--- src/rtl/uart_pkg.sv ---
// Shared definitions for the ISP download UART receiver.
// Provides the receiver state encoding, the fixed 8N1 frame constants and
// the default clock divider (50 MHz system clock, 115200 baud).
package uart_pkg;

    typedef enum logic [2:0] {
        ST_IDLE,
        ST_START,
        ST_DATA,
        ST_STOP,
        ST_BREAK
    } uart_state_e;

    localparam int unsigned DATA_BITS       = 8;
    localparam int unsigned STOP_BITS       = 1;
    localparam int unsigned DEFAULT_CLK_DIV = 434;

endpackage

--- src/rtl/uart_rx_if.sv ---
// Serial line and byte output bundle of the UART receiver.
//   rxd     serial line into the receiver (idle high)
//   rddata  last correctly framed byte
//   rdflag  one-cycle pulse when rddata updates
//   ferr    one-cycle pulse on a framing error
//   busy    receiver is inside a frame
// Modports: slave = the receiver, master = whoever drives the line and
// consumes the bytes (word packer or testbench).
interface uart_rx_if;
    logic       rxd;
    logic [7:0] rddata;
    logic       rdflag;
    logic       ferr;
    logic       busy;

    modport slave  (input  rxd, output rddata, output rdflag, output ferr, output busy);
    modport master (output rxd, input  rddata, input  rdflag, input  ferr, input  busy);
endinterface

--- src/rtl/uart_rx_sync2.sv ---
// Two-flop synchroniser for one asynchronous input.
//   clk    destination clock
//   rst_n  synchronous active-low reset; both flops load RST_VAL
//   d_i    asynchronous input
//   q_o    synchronised output, two cycles behind d_i
module sync2 #(
    parameter logic RST_VAL = 1'b1
) (
    input  logic clk,
    input  logic rst_n,
    input  logic d_i,
    output logic q_o
);

    logic meta_q;
    logic sync_q;

    // NOTE: clocked state is always assigned with <= so every flop samples
    // the pre-edge value of its neighbours; = here would collapse the chain.
    always_ff @(posedge clk) begin
        if (!rst_n) begin
            meta_q <= RST_VAL;
            sync_q <= RST_VAL;
        end else begin
            meta_q <= d_i;
            sync_q <= meta_q;
        end
    end

    assign q_o = sync_q;

endmodule

--- src/rtl/uart_rx.sv ---
// 8N1 UART receiver for the ISP download path.
//   CLK_DIV  clocks per bit, 8..65535
//   clk      system clock
//   rst_n    synchronous active-low reset
//   bus      uart_rx_if.slave: rxd in; rddata, rdflag, ferr, busy out
// Start bit is re-checked at half a bit time, then every bit (data and stop)
// is sampled one full bit time after the previous sample, i.e. mid-bit.
module uart_rx
    import uart_pkg::*;
#(
    parameter int unsigned CLK_DIV = DEFAULT_CLK_DIV
) (
    input  logic      clk,
    input  logic      rst_n,
    uart_rx_if.slave  bus
);

    localparam logic [15:0] HALF_LAST = 16'(CLK_DIV / 2 - 1);
    localparam logic [15:0] BIT_LAST  = 16'(CLK_DIV - 1);
    localparam logic [2:0]  LAST_BIT  = 3'(DATA_BITS - 1);

    logic        rxd_s;
    uart_state_e state_q,   state_d;
    logic [15:0] cnt_q,     cnt_d;
    logic [2:0]  bit_cnt_q, bit_cnt_d;
    logic [7:0]  shift_q,   shift_d;
    logic [7:0]  rddata_q,  rddata_d;
    logic        rdflag_q,  rdflag_d;
    logic        ferr_q,    ferr_d;
    logic        armed_q,   armed_d;
    logic [1:0]  fill_q;

    sync2 #(.RST_VAL(1'b1)) u_sync_rxd (
        .clk   (clk),
        .rst_n (rst_n),
        .d_i   (bus.rxd),
        .q_o   (rxd_s)
    );

    // The synchroniser leaves reset holding 1, which is not a real line
    // observation. fill_q marks when rxd_s actually reflects the pin, so a
    // line held low across reset never arms the receiver.
    always_ff @(posedge clk) begin
        if (!rst_n) begin
            fill_q <= 2'b00;
        end else begin
            fill_q <= {fill_q[0], 1'b1};
        end
    end

    // NOTE: every variable gets a default before the case so no path leaves
    // it unassigned; a missing default would infer a latch.
    always_comb begin
        state_d   = state_q;
        cnt_d     = cnt_q + 16'd1;
        bit_cnt_d = bit_cnt_q;
        shift_d   = shift_q;
        rddata_d  = rddata_q;
        rdflag_d  = 1'b0;
        ferr_d    = 1'b0;
        armed_d   = armed_q | (fill_q[1] & rxd_s);

        unique case (state_q)
            ST_IDLE: begin
                cnt_d = '0;
                if (armed_q && !rxd_s) begin
                    state_d = ST_START;
                end
            end
            ST_START: begin
                if (cnt_q == HALF_LAST) begin
                    cnt_d     = '0;
                    bit_cnt_d = '0;
                    state_d   = rxd_s ? ST_IDLE : ST_DATA;
                end
            end
            ST_DATA: begin
                if (cnt_q == BIT_LAST) begin
                    cnt_d     = '0;
                    shift_d   = {rxd_s, shift_q[7:1]};
                    bit_cnt_d = bit_cnt_q + 3'd1;
                    if (bit_cnt_q == LAST_BIT) begin
                        state_d = ST_STOP;
                    end
                end
            end
            ST_STOP: begin
                if (cnt_q == BIT_LAST) begin
                    cnt_d = '0;
                    if (rxd_s) begin
                        rddata_d = shift_q;
                        rdflag_d = 1'b1;
                        state_d  = ST_IDLE;
                    end else begin
                        ferr_d  = 1'b1;
                        state_d = ST_BREAK;
                    end
                end
            end
            ST_BREAK: begin
                cnt_d = '0;
                if (rxd_s) begin
                    state_d = ST_IDLE;
                end
            end
            default: begin
                cnt_d   = '0;
                state_d = ST_IDLE;
            end
        endcase
    end

    // NOTE: the datapath registers (shift, rddata) are reset along with the
    // control state so a reset mid-frame leaves nothing stale visible.
    always_ff @(posedge clk) begin
        if (!rst_n) begin
            state_q   <= ST_IDLE;
            cnt_q     <= '0;
            bit_cnt_q <= '0;
            shift_q   <= '0;
            rddata_q  <= '0;
            rdflag_q  <= 1'b0;
            ferr_q    <= 1'b0;
            armed_q   <= 1'b0;
        end else begin
            state_q   <= state_d;
            cnt_q     <= cnt_d;
            bit_cnt_q <= bit_cnt_d;
            shift_q   <= shift_d;
            rddata_q  <= rddata_d;
            rdflag_q  <= rdflag_d;
            ferr_q    <= ferr_d;
            armed_q   <= armed_d;
        end
    end

    assign bus.rddata = rddata_q;
    assign bus.rdflag = rdflag_q;
    assign bus.ferr   = ferr_q;
    assign bus.busy   = (state_q != ST_IDLE);

endmodule

--- src/flat_wrapper.sv ---
// flat-port wrapper written by rule: the top's interface ports become plain ports
module uart_rx_flat import uart_pkg::*;
#(
    parameter int unsigned CLK_DIV = DEFAULT_CLK_DIV
)
  (clk, rst_n, bus_rxd, bus_rddata, bus_rdflag, bus_ferr, bus_busy);
  uart_rx_if bus_i ();
  input  logic clk;
  input  logic rst_n;
  input wire logic [$bits(bus_i.rxd)-1:0] bus_rxd;
  output wire logic [$bits(bus_i.rddata)-1:0] bus_rddata;
  output wire logic [$bits(bus_i.rdflag)-1:0] bus_rdflag;
  output wire logic [$bits(bus_i.ferr)-1:0] bus_ferr;
  output wire logic [$bits(bus_i.busy)-1:0] bus_busy;
  assign bus_i.rxd = bus_rxd;
  assign bus_rddata = bus_i.rddata;
  assign bus_rdflag = bus_i.rdflag;
  assign bus_ferr = bus_i.ferr;
  assign bus_busy = bus_i.busy;
  uart_rx #(.CLK_DIV(CLK_DIV)) u_core (.clk(clk), .rst_n(rst_n), .bus(bus_i));
endmodule
--- config.mk ---
export PLATFORM = sky130hd
export DESIGN_NAME = uart_rx_flat
export DESIGN_NICKNAME = d
export VERILOG_FILES = /design/src/rtl/uart_pkg.sv /design/src/rtl/uart_rx_if.sv /design/src/rtl/uart_rx_sync2.sv /design/src/rtl/uart_rx.sv /design/src/flat_wrapper.sv
export SDC_FILE = /design/constraint.sdc
export NUM_CORES = 1
export LEC_CHECK = 0
export ABC_AREA = 1
export BUFFER_PORTS_ARGS = -buffer_cell sky130_fd_sc_hd__buf_2
export CAP_MARGIN = 20
export CORE_ASPECT_RATIO = 0.9
export CORE_MARGIN = 2
export CORE_UTILIZATION = 56
export CTS_BUF_LIST = sky130_fd_sc_hd__clkbuf_2 sky130_fd_sc_hd__clkbuf_4 sky130_fd_sc_hd__clkbuf_8
export DETAILED_ROUTE_END_ITERATION = 8
export HOLD_SLACK_MARGIN = 0.1
export PLACE_DENSITY = 0.8
export SLEW_MARGIN = 30
export SYNTH_ARGS = -nofsm -noshare
export SYNTH_HDL_FRONTEND = slang
export SYNTH_HIERARCHICAL = 1
export SYNTH_SLANG_ARGS = --single-unit
--- constraint.sdc ---
create_clock -name clk -period 1.4 [get_ports clk]
set_input_delay 0.07 -clock clk [delete_from_list [all_inputs] [get_ports clk]]
set_output_delay 0.07 -clock clk [all_outputs]
set_load 0.005 [all_outputs]
# Word level (Yosys, flattened, before mapping)
# Index checks and enable logic that the tools add are counted.
op_classes:
  reduce_logical: 11
  mux: 18
  n_eq_ne: 13
  add_sub_neg: 2
  n_bitwise: 2
ops:
  columns: ["op", "count"]
  rows:
  - ["16-bit two-way mux", 2]
  - ["16-bit case mux with 2 select lines", 1]
  - ["3-bit two-way mux", 9]
  - ["16-bit by 1-bit adder with 16-bit output (second input constant)", 1]
  - ["16-bit by 8-bit == test with 1-bit output (second input constant)", 1]
  - ["16-bit by 9-bit == test with 1-bit output (second input constant)", 1]
  - ["3-bit case mux with 5 select lines", 1]
  - ["2-bit by 1-bit inequality test with 1-bit output (second input constant)", 5]
  - ["3-bit AND reduction", 3]
  - ["3-bit by 2-bit == test with 1-bit output (second input constant)", 2]
  - ["3-bit == test (second input constant)", 2]
  - ["3-bit case mux with 2 select lines", 1]
  - ["6-bit AND reduction", 1]
  - ["3-bit by 1-bit adder with 3-bit output (second input constant)", 1]
  - ["3-bit by 1-bit == test with 1-bit output (second input constant)", 1]
  - ["3-bit zero test", 1]
  - ["1-bit two-way mux", 3]
  - ["3-bit nonzero test", 1]
  - ["2-bit two-way mux", 1]
  - ["2-bit inequality test (second input constant)", 1]
  - ["2-bit AND reduction", 1]
  - ["2-bit nonzero test", 1]
  - ["2-bit OR reduction", 1]
  - ["1-bit AND", 1]
  - ["other kinds (3)", 3]
word_totals:
  in_bits: 3
  ff_bits: 45
  word_cells: 58
  output_inout_bits: 11

# Logic depth before layout (Yosys ltp)
depth:
  depth_word: 4
  mapped_depth: 11
  depth_no_buf: 11

# Cells and area by module
# Netlist, hierarchy kept.
by_module_without_submodules:
  columns: ["mod", "area_each_um2", "cells_per_inst", "instances", "seq_area_each_um2"]
  rows:
  - ["uart_rx", 1995.7, 271, 1, 860.8]
  - ["sync2", 55.1, 6, 1, 40.0]

# Worst setup path before layout
# OpenSTA, ideal clock, no wires.
synth_path:
  path_type: "reg-to-reg"
  start: "reg u_core.cnt_q[0]"
  end: "reg u_core.cnt_q[14]"
  path_buffers: 0
  stages_incl_launch_ff: 8
  t_arrival_ps: 1370
  setup_slack_ps: -84
  cell_sequence: "dfxtp_1 ha_1 nand3_2 nor2_1 nand3_1 nor3_1 xor2_1 nor2_1"
synth_via:
  elab_chain_cells: 3
  word_cells_on_any_way: 6
  cone_classes: "add/sub (1); eq/ne (2); mux (3)"
synth_lines:
  columns: ["element", "line_no", "rtl"]
  rows:
  - ["start: declaration", "uart_rx.sv:24", "logic [15:0] cnt_q, cnt_d;"]
  - ["start signal: assignment", "uart_rx.sv:127", "cnt_q <= cnt_d;"]
  - ["16-bit by 1-bit adder with 16-bit output, or another cell as far along", "uart_rx.sv:55", "cnt_d = cnt_q + 16'd1;"]
  - ["16-bit two-way mux (on tied branches)", "uart_rx.sv:78, uart_rx.sv:88, uart_rx.sv:71", null]
  - ["16-bit case mux with 2 select lines (*)", "uart_rx.sv:63", "unique case (state_q)"]
# Every way passes the cells marked *; elsewhere a longest branch is shown, timed or not.
# A chain may end at the register's enable or synchronous reset.

# Worst setup path after layout
layout_path:
  start: "reg u_core.cnt_q[1]"
  end: "reg u_core.rddata_q[0], in the netlist u_core/bus.rddata[0]"
layout_via:
  elab_chain_cells: 2
layout_lines:
  columns: ["element", "line_no", "rtl"]
  rows:
  - ["16-bit by 9-bit == test with 1-bit output", "uart_rx.sv:88", "if (cnt_q == BIT_LAST) begin"]
  - ["3-bit AND reduction (no source line)", null, null]
  - ["end signal: assignment", "uart_rx.sv:130", "rddata_q <= rddata_d;"]
  - ["end: declaration", "uart_rx.sv:27", "logic [7:0] rddata_q, rddata_d;"]
# No other way between the ends.

==> impl_results.md <==
* Fin util at 0.821
* Sw Share at 0.339
* DIE AREA at 4160 um^2
* Relative slew slack at 0.606
* Synth top area share at 0.439
* Initial DRC count at 335
* Crit-path max FO at 7
* Setup slack, reg-to-reg at -0.19 ns
* GR Util All Layers at 0.271
* Failing checks: negative setup slack
* Dpl cell area at 2340 um^2
* RePlAce Congestion at 0.975
* Initial antenna violation count at 0
* DP HPWL at 2.86 mm
* Vias in the first global route at 1,931
* Hold Path Stages at 2
* Synth Register Bits at 45
* Psw at 1.19 mW
* Peak supply drop at 0.000828 V
* Hold Fails Final Rpt at 0
* CTS tree: built
* Worst-Skew Late Latency at 0.32 ns
* CTS sink cnt at 45
* IO Port Bufs at 13
* Leakage at 1.18 nW
* Worst-Margin Slew at 0.587 ns
* CTS H-Tree Depth at 2
* Starting Density at 0.594
* Syn_nets at 285
* Final #Nets at 340
* Synth top area cells: dfxtp_1 (44%), nor2_1 (8.2%), inv_1 (7.7%)
* Mean post-synth cell area at 7.40 um^2
* Comb power frac at 0.283
* Crit end category: flop
* Library cells used by synthesis at 31
* Post-Syn Area at 2050 um^2
* Syn Inst Count at 277
* Post-route minimum period at 1.59 ns
* Rows at 20
* Io pins at 14
* Clock Power Share at 0.306
* Root buffer cell: clkbuf_8
* Critical Path RT at 1.61 ns
* Post-route antenna net violation count at 0
* WL/cell at 16.6 um
* Warnings from Yosys at 6
* First-pass GRT wire length at 8.28 mm
* Routed Wire Length at 6.27 mm
* First-pass DRT Iterations at 5
* Synth-to-layout area growth at 38.3%
* Post-DR vias/cell at 5.74
* Ant diodes at 0
* # setup viols final at 39
* TritonCTS Buffers at 5
* Synth area leader: dfxtp_1
* Status: finished with violations
* Worst hold path type: flop to flop
* Crit Path Class: flop to flop
* Reg-to-reg startpoint: u_core/cnt_q[1]$_SDFF_PN0_
* Final hold slack at 0.438 ns
* Int Pwr at 2.31 mW
* Die W at 67.8 um
* GR Overflow Total at 0
* Worst Skew at 0.00565 ns
* RSZ-0062 raised after global routing: yes
* Critical Path AT at 1.80 ns
* Power density cells at 1230 nW/um^2
* Achievable Freq at 628 MHz
* CTS Buffer Depth at 2
* Reg power frac at 0.411
* Setup TNS at -4.32 ns
* Core Box Area at 3450 um^2
* Share of cells above drive strength 1 at 0.357
* Sequential share of the synthesized area at 0.439
* Final worst-path cycle share at 1.14
* DRC viols at 0
* Reg2Reg Depth at 8
* R2r endpoint: u_core/bus.rddata[0]$_SDFFE_PN0P_
* Max Cap Viol at 0
* Pre-CTS WS at -0.212 ns
* Setup crit start kind: flop
* Final instance area at 2840 um^2
* Hold_sp: u_core/fill_q[0]$_DFF_P_
* Clock-pin slew on the worst setup and hold paths at 0.10 ns
* Vias after detailed routing at 2,164
* Hold Path End: u_core/fill_q[1]$_SDFF_PN0_
* Largest net degree at the start of global routing at 27
* Die Y at 61.4 um
* Final WS setup at -0.191 ns
* Fin. max-slew vios at 0
-- critical path: stages, from the launching register on --
cell and delay (ns):
dfxtp_2 0.35, inv_2 0.08, ha_4 0.16, nand3_4 0.08
nor2_4 0.13, and2_4 0.26, nand3_4 0.16, o21ai_1 0.20
a21oi_1 0.07
-- layer usage --
layer,wire length (um),global-route usage,up-vias
li1,-,-,992
met1,2560,0.320,1004
met2,2970,0.458,121
met3,367,0.0530,47
met4,371,0.169,0
met5,0,0,-
-- sequential cells by signal, indices dropped and copies added (netlist names) --
signal                    count
u_core/shift_q                8
u_core/cnt_q                 16
u_core/armed_q                1
u_core/bus.rddata             8
u_core/state_q                3
u_core/bus.rdflag             1
u_core/bit_cnt_q              3
u_core/u_sync_rxd/meta_q      1
u_core/bus.ferr               1
u_core/u_sync_rxd/q_o         1
u_core/fill_q                 2
-- layout make-up --
type                    instances  area (um^2)
multi-input cells             186         1210
flip-flops and latches         45          913
fillers                       179          618
repair buffers                 50          370
inverters                      44          170
clock buffers                   5         68.8
well taps                      44         55.1
clock inverters                 3         50.0
-- logic make-up after synthesis --
family	share of synthesized area
compound gates	0.119
xor+xnor	0.0256
fa+ha+maj	0.0305
buf+inv	0.101
flops	0.439
simple gates	0.284
-- worst max-delay path by stage --
stage | start | endpoint | slack (ns)
6_report | u_core/cnt_q[1]$_SDFF_PN0_ | u_core/bus.rddata[0]$_SDFFE_PN0P_ | -0.19
3_3_place_gp | u_core/cnt_q[1]$_SDFF_PN0_ | u_core/cnt_q[15]$_SDFF_PN0_ | -0.13
2_1_floorplan | u_core/cnt_q[1]$_SDFF_PN0_ | u_core/bus.rddata[7]$_SDFFE_PN0P_ | 0.007
4_1_cts | u_core/cnt_q[1]$_SDFF_PN0_ | u_core/cnt_q[9]$_SDFF_PN0_ | -0.08
3_5_place_dp | u_core/cnt_q[1]$_SDFF_PN0_ | u_core/cnt_q[15]$_SDFF_PN0_ | -0.21
5_1_grt | u_core/cnt_q[7]$_SDFF_PN0_ | u_core/state_q[1]$_SDFFE_PN0P_ | -0.24
-- placed cells by master, fill, tap and decap left out, types with 4 or more instances in the layout --
master / Yosys / routed
a21oi_1: 20 / 15
a21oi_2: 2 / 6
buf_2: 0 / 13
buf_4: 0 / 29
buf_6: 3 / 6
clkbuf_8: 0 / 5
dfxtp_1: 45 / 37
dfxtp_2: 0 / 7
inv_1: 42 / 39
nand2_1: 42 / 39
nand2_2: 6 / 6
nand2_4: 1 / 5
nand3_1: 14 / 10
nand3_4: 1 / 6
nor2_1: 45 / 38
nor2_4: 0 / 6
o21ai_0: 17 / 6
o21ai_1: 2 / 10
o21ai_2: 2 / 4
xor2_1: 4 / 4
-- power groups by stage --
stage | logic, mW | clock network, mW | registers [mW]
2_1_floorplan | 0.470 | 0 | 1.43
3_3_place_gp | 0.670 | 0 | 1.45
3_5_place_dp | 0.682 | 0 | 1.45
4_1_cts | 0.838 | 1.05 | 1.42
5_1_grt | 1.08 | 1.12 | 1.44
6_report | 0.991 | 1.07 | 1.44
-- cell usage after synthesis --
library cell  instances
o21bai_1              1
or2_2                 1
clkbuf_1              2
o21ai_1               2
clkinv_2              1
xor2_1                4
nand3_1              14
dfxtp_1              45
a21oi_1              20
nand2_2               6
ha_1                  5
nor3_1                6
nand2_4               1
nor2_2                2
o21ai_0              17
inv_2                 1
nand4_1               3
nor3b_1               1
a31oi_1               1
nor2_1               45
nand2_1              42
or2_0                 1
inv_1                42
nand3_2               2
o21ai_2               2
nor3_2                1
nand3_4               1
xnor2_1               2
and2_4                1
a21oi_2               2
buf_6                 3
-- per-stage QoR --
stage                     power, mW  instances
final                          3.50        377
after global routing           3.64        377
after detailed placement       2.13        357
after CTS                      3.32        373
after floorplan                1.90        277
after global placement         2.12        357
-- what timing repair did --
| item | in CTS | in global routing |
|---|---|---|
| cloned | 2 | 1 |
| hold buffers | 2 | 0 |
| endpoints found under the setup margin | 39 | 39 |
| buffers inserted | 4 | 3 |
| gates resized for setup | 39 | 37 |
| endpoints found under the hold margin | 4 | 0 |
| pin swaps | 15 | 14 |
Power figures use the tool's default switching activity.
